===== src/rtl/ex_mem_skid_latch.sv =====
// ex_mem_skid_latch: EX/MEM 2-entry skid latch with valid/ready handshake; define EXMEM_ZERO_SQUASH_EN to drop RegWrite for $0
module ex_mem_skid_latch #(
    parameter int DATA_W = 32,
    parameter int REG_W  = 5,
    parameter int DEPTH  = 2
) (
    input  logic              clk,
    input  logic              rst_n,
    input  logic              flush,
    input  logic              in_valid,
    output logic              in_ready,
    input  logic [DATA_W-1:0] in_alu_result,
    input  logic [DATA_W-1:0] in_wdata,
    input  logic [REG_W-1:0]  in_wreg,
    input  logic [1:0]        in_wb_ctl,
    input  logic [2:0]        in_m_ctl,
    output logic              out_valid,
    input  logic              out_ready,
    output logic [DATA_W-1:0] out_alu_result,
    output logic [DATA_W-1:0] out_wdata,
    output logic [REG_W-1:0]  out_wreg,
    output logic [1:0]        out_wb_ctl,
    output logic [2:0]        out_m_ctl
);
    localparam int EW = 2 * DATA_W + REG_W + 5;
    typedef enum logic [1:0] {EMPTY = 2'd0, ONE = 2'd1, FULL = 2'(DEPTH)} state_t;
    state_t state, state_nx;
    logic [EW-1:0] e0, e1, din;
    logic [1:0] wb_in, wb0;
    logic [2:0] m0;
    logic push, pop, ld0_in, ld0_e1, ld1;
    assign in_ready  = state != FULL;
    assign out_valid = state != EMPTY;
    assign push      = in_valid & in_ready;
    assign pop       = out_valid & out_ready;
`ifdef EXMEM_ZERO_SQUASH_EN
    assign wb_in = {in_wb_ctl[1] & (in_wreg != '0), in_wb_ctl[0]};
`else
    assign wb_in = in_wb_ctl;
`endif
    assign din = {in_alu_result, in_wdata, in_wreg, wb_in, in_m_ctl};
    assign {out_alu_result, out_wdata, out_wreg, wb0, m0} = e0;
    assign out_wb_ctl = out_valid ? wb0 : 2'b00;
    assign out_m_ctl  = out_valid ? m0 : 3'b000;
    // occupancy state register
    always_ff @(posedge clk) begin
        if (!rst_n) state <= EMPTY;
        else state <= state_nx;
    end
    // next occupancy and entry load selects; flush overrides any push or pop
    always_comb begin
        state_nx = state;
        ld0_in   = 1'b0;
        ld0_e1   = 1'b0;
        ld1      = 1'b0;
        if (flush) state_nx = EMPTY;
        else
            case (state)
                EMPTY: begin
                    ld0_in   = push;
                    state_nx = push ? ONE : EMPTY;
                end
                ONE: begin
                    ld0_in   = push & pop;
                    ld1      = push & ~pop;
                    state_nx = push ? (pop ? ONE : FULL) : (pop ? EMPTY : ONE);
                end
                FULL: begin
                    ld0_e1   = pop;
                    state_nx = pop ? ONE : FULL;
                end
                default: state_nx = EMPTY;
            endcase
    end
    // head and skid entry storage
    always_ff @(posedge clk) begin
        if (!rst_n) begin
            e0 <= '0;
            e1 <= '0;
        end else begin
            if (ld0_in) e0 <= din;
            else if (ld0_e1) e0 <= e1;
            if (ld1) e1 <= din;
        end
    end
endmodule


===== config.mk =====
export PLATFORM = sky130hd
export DESIGN_NAME = ex_mem_skid_latch
export DESIGN_NICKNAME = d
export VERILOG_FILES = /design/src/rtl/ex_mem_skid_latch.sv
export SDC_FILE = /design/constraint.sdc
export NUM_CORES = 1
export LEC_CHECK = 0
export ABC_AREA = 1
export CAP_MARGIN = 20
export CORE_ASPECT_RATIO = 0.5
export CORE_UTILIZATION = 56
export DETAILED_ROUTE_END_ITERATION = 12
export PLACE_DENSITY_LB_ADDON = 0.05
export SLEW_MARGIN = 20
export SYNTH_ARGS = -nofsm -noshare
export SYNTH_HDL_FRONTEND = slang
export SYNTH_SLANG_ARGS = --single-unit

===== constraint.sdc =====
create_clock -name clk -period 5.5 [get_ports clk]
set_clock_uncertainty 0.1 [all_clocks]
set_input_delay 1.1 -clock clk [delete_from_list [all_inputs] [get_ports clk]]
set_output_delay 1.1 -clock clk [all_outputs]
set_load 0.01 [all_outputs]

Yosys cells after proc, flatten, opt, wreduce, memory -nomap -nowiden
Index checks and enable logic that the tools add are counted.
{ "word_totals": {"wordCells": 31, "regBits": 150, "out_inout_bits": 76} }
{ "op_classes": {"mux": 15, "n_reduce_logical": 4, "bitwise": 6, "n_eq_ne": 3} }
{ "ops": {"columns": ["cell", "n"], "rows": [
  ["74-bit two-way mux", 2],
  ["1-bit two-way mux", 7],
  ["2-bit two-way mux", 3],
  ["2-bit case mux with 3 select lines", 1],
  ["1-bit bitwise AND", 4],
  ["2-bit nonzero test", 2],
  ["3-bit two-way mux", 1],
  ["2-bit by 1-bit == test with 1-bit output, second input constant", 1],
  ["2-bit == test, second input constant", 1],
  ["2-bit logical NOT", 1],
  ["2-bit inequality test, second input constant", 1],
  ["1-bit inverter", 2],
  ["1-bit case mux with 2 select lines", 1],
  ["2-bit OR reduction", 1]
]} }

Longest topological paths before layout
{ "depth": {"word_depth": 6, "depth_mapped": 12, "ltp_nobuf": 10} }

Least setup slack after synthesis
No wires, ideal clock.
{ "synth_timing": {"path_type": "input-to-reg", "start": "input out_ready", "end": "register e0[29]", "stages": 10, "t_arrival_ps": 2133, "path_slack_ps": 3153, "cell_sequence": "inv_1 -> nor2_1 -> ha_1 -> nand3_2 -> nand3_1 -> nand2_2 -> buf_4 -> buf_4 -> a21oi_1 -> nor2_1"} }
{ "synth_via": {"elab_chain_cells": 5, "word_cells_on_any_way": 8} }
{ "synth_rtl": {"columns": ["item", "line_no", "rtl"], "rows": [
  ["start: declaration", "18", "input logic out_ready,"],
  ["1-bit bitwise AND (*)", "35", "assign pop = out_valid & out_ready;"],
  ["1-bit bitwise AND", "64", "ld0_in = push & pop;"],
  ["1-bit case mux with 2 select lines", "58", "case (state)"],
  ["1-bit two-way mux", "56", "if (flush) state_nx = EMPTY;"],
  ["74-bit two-way mux / 2-bit nonzero test (equally long branches)", null, null],
  ["end signal: assignment", "81", "if (ld0_in) e0 <= din;"],
  ["end: declaration", "28", "logic [EW-1:0] e0, e1, din;"]
]} }
Every way passes the cells marked *; elsewhere a longest branch is shown, timed or not.
A chain may end at the register's enable or synchronous reset.

Worst setup path after layout
{ "layout_timing": {"start": "input out_ready", "end": "register e0[11]"} }
Same word-level chain as after synthesis.

==> results list <==
- Total number of yosys warnings: 0
- The tightest min-delay check is of the flop to flop type.
- Synthesized area per cell: 6.55 sq um
- Postcts setup bufs: 0
- Detailed Route Iter0 Violations: between 500 and 600
* Post-synth cell types: 19
- Vias post-DR: between 6k and 7k
- The via count of the first global-routing pass came to slightly below 6k.
- CTS tree: built
- Signal arrival time at the worst endpoint: between 3 and 4 ns
- Number of buffers added by the clock tree synthesis step: 17
- Residual DRC: 0
* Leading cell type in the layout, fill and taps excluded: sky130_fd_sc_hd__nand2_1
- Setup repair after global routing missed its margin: no
- Summing the areas of all and, or, nand and nor instances in the mapped netlist gives about a fifth of the synthesized area.
* Post-CTS clock slew at the launch and capture registers of the worst setup and hold paths: roughly 0.06 ns
- Diode count: 0
* Initial antenna violation count: 0
* Commonest cells after routing, fill and taps aside: sky130_fd_sc_hd__nand2_1, sky130_fd_sc_hd__inv_1, sky130_fd_sc_hd__clkdlybuf4s50_1, sky130_fd_sc_hd__dfxtp_1, sky130_fd_sc_hd__a21oi_1
- Worst hold slack across all endpoints: 0.350 ns
* Number of endpoints with negative hold slack in the final report: 0
- Peak supply drop: roughly 150 uV
- Once detail routing completed, the nets flagged for antenna violations numbered 0.
* Delay of the slowest critical-path stage: between 0.6 and 0.7 ns
- Data required time at the worst endpoint: between 5 and 6 ns
- Sequential cells were found to cover between 40% and 50% of the synthesized design area.
- Share of synthesized cell area in full adder, half adder and majority cells: less than 1%
- NumNets Final: between 1k and 1.5k
- Buffers placed on the I/O ports in this run total 154.
* Chip Width: between 150 and 200 um
* Combinational family with the most area after synthesis: buffers and inverters
- Counting every instance in the synthesized netlist gives between 1k and 1.5k.
- CP Cell Sequence: clkdlybuf4s50_1 > inv_1 > nor2_1 > ha_1 > nand3_2 > nand2_2 > nand2_2 > buf_4 > nand2_1 > a21oi_1 > nor2_1
- The portion of synthesized area spent on multiplexers is 0%.
- The floorplan has 29 rows.
* Last weighted congestion value of the routability-driven placer: ~0.8
- Setup violations remaining at the end of the flow were counted as 0.
- For this configuration, the core starts out at a cell density of between 50% and 60%.
* Total of max-cap violations: 0
- Counting every net in the synthesized netlist gives around 1.2k.
- Post-detailed-route via-to-cell ratio: roughly 4.7
- Critical Setup Path Class: input pin to flop
* Status: complete, no violations
- CTS sink count: 150
* Maximum number of pins on one net before global-route repair: 106
* Fraction of layout cells with a size suffix above 1: 3.78%
- The finished layout holds about 1.4k standard cells, fillers aside.
- Slowest cell on the critical path: sky130_fd_sc_hd__nand2_2
* Area inside the core boundary: approximately 13,000 sq um
* Global-route total usage across every layer: a little under a quarter
- The worst setup path is captured at a flop.
- Detailed placement finished with a half-perimeter wire length of approximately 9900 um.
- Post-layout utilization of the core: between 60% and 70%
- Startpoint types: input pin
- For the finished layout, the period the worst path requires is 3.34 ns.
- For this design the ratio of total power to cell area is roughly 310 nW/um^2.
- Cell chosen for the clock root: sky130_fd_sc_hd__clkbuf_16
* Buffer levels on the longest clock path: 2
* Synth Register Bits: 150
- Count of filler cells inserted in the layout: around 1.1k
- about 160 I/O pins were placed.
- Fin worst setup slack: ~2.2 ns
- Cell leakage power: approximately 4.4 nW
- The die is about 83 um tall.
- Place WS: approximately 1.7 ns
- Count of final max-slew check failures: 0
- Die Area: approximately 14,000 sq um
* Slew Limit Headroom: between 30% and 40%
* CP Max Fanout: 45
- Post-Syn Area: around 7400 sq um
- Wire length per cell after detailed routing: 11.7 um
- In the final timing run, aggregate negative setup slack is 0 ns.
- For this run the aggregate overflow at the end of global routing stands at 0.
- Transition at the pin with the smallest max-transition slack: around 1 ns
- Static timing analysis puts the maximum clock frequency at 299 MHz.
- Once the clock tree was built, the resizer swapped 0 gates to a different size.
- After detailed routing, the total wire length is around 16,000 um.
* Global-route wire length before repair: 26,400 um
* Xor and xnor fraction of the mapped netlist area: 0%
- The later pin in the worst-skew pair is clocked with a latency of between 0.4 and 0.5 ns.
- Layout overhead on the synthesized area: 20.7%
- The worst path uses about three fifths of the clock period.
- H-tree lvl count: 4
- After detailed placement, the design holds a cell count of between 1k and 1.5k.
- Summing the areas of all compound-gate instances in the mapped netlist gives around 15% of the synthesized area.
- DR pass1 iterations: 4
* Total of hold buffers inserted after clock tree synthesis: 0
-- through the flow --
step | area (sq um) | power (W)
global placement | 8360 | 0.00157
finish | 8960 | 0.00274
CTS | 8960 | 0.00276
floorplan | 7430 | 0.00146
detailed placement | 8360 | 0.00158
global route | 8960 | 0.00286
-- critical path, delay by kind of cell --
kind | cells | cell delay, ns
simple gates | 6 | 1.03
buf+inv | 3 | 0.99
compound gates | 1 | 0.16
fa+ha+maj | 1 | 0.22
-- cells in the mapped netlist --
master	instances	area, sq um
sky130_fd_sc_hd__nand3_2	2	20.0
sky130_fd_sc_hd__inv_1	232	871
sky130_fd_sc_hd__a21boi_0	1	7.51
sky130_fd_sc_hd__buf_4	84	631
sky130_fd_sc_hd__nand3_1	2	10.0
sky130_fd_sc_hd__clkbuf_1	20	75.1
sky130_fd_sc_hd__ha_1	2	25.0
sky130_fd_sc_hd__nand2_1	300	1130
sky130_fd_sc_hd__nor2_4	1	11.3
sky130_fd_sc_hd__nor2_2	1	6.26
sky130_fd_sc_hd__buf_2	22	110
sky130_fd_sc_hd__dfxtp_1	150	3000
sky130_fd_sc_hd__o21ai_0	68	340
sky130_fd_sc_hd__nor3_1	1	5.00
sky130_fd_sc_hd__buf_6	7	78.8
sky130_fd_sc_hd__a21oi_1	148	741
sky130_fd_sc_hd__o21ai_1	7	35.0
sky130_fd_sc_hd__nand2_2	3	18.8
sky130_fd_sc_hd__nor2_1	83	312
-- report_power, final --
group,switching (W),internal [W]
registers,0.0000247,0.00114
clock network,0.000446,0.000734
logic,0.000209,0.000187
-- sequential cells by signal (all words and copies together), names as in the netlist --
signal / count
e0: 74
e1: 74
state: 2
-- logic make-up (layout without fill, tap and decap cells) --
family          Yosys count  after routing
buf+inv                 365            422
flops                   150            150
fa+ha+maj                 2              2
simple gates            393            393
compound gates          224            224
-- final timing paths --
check / from / endpoint / slack, ns / cells after the start
worst max register to register: state[1] / e0[11] / 2.61 / 11
worst min-delay path: e1[39] / e1[39] / 0.35 / 2
worst max-delay path: out_ready / e0[11] / 2.16 / 11
worst min register to register: e1[39] / e1[39] / 0.35 / 2
-- final cells by class --
type	count	area, sq um	area share (%)
Inverter	232	871	9.72
Multi-Input combinational cell	619	2670	29.8
Timing Repair Buffer	160	1600	17.8
Tap cell	170	213	2.37
Sequential cell	150	3000	33.5
Clock inverter	11	153	1.70
Clock buffer	19	453	5.05
-- routing by layer --
layer  routed length (um)  global-route usage, %  vias up
met5                    0                      0        -
met4                  178                   7.26        0
met3                  923                   5.59       17
met2                 7230                   38.9      150
met1                 7580                   31.1     2802
li1                     -                      -     3393
No activity file was read; power rests on OpenSTA's default activity.
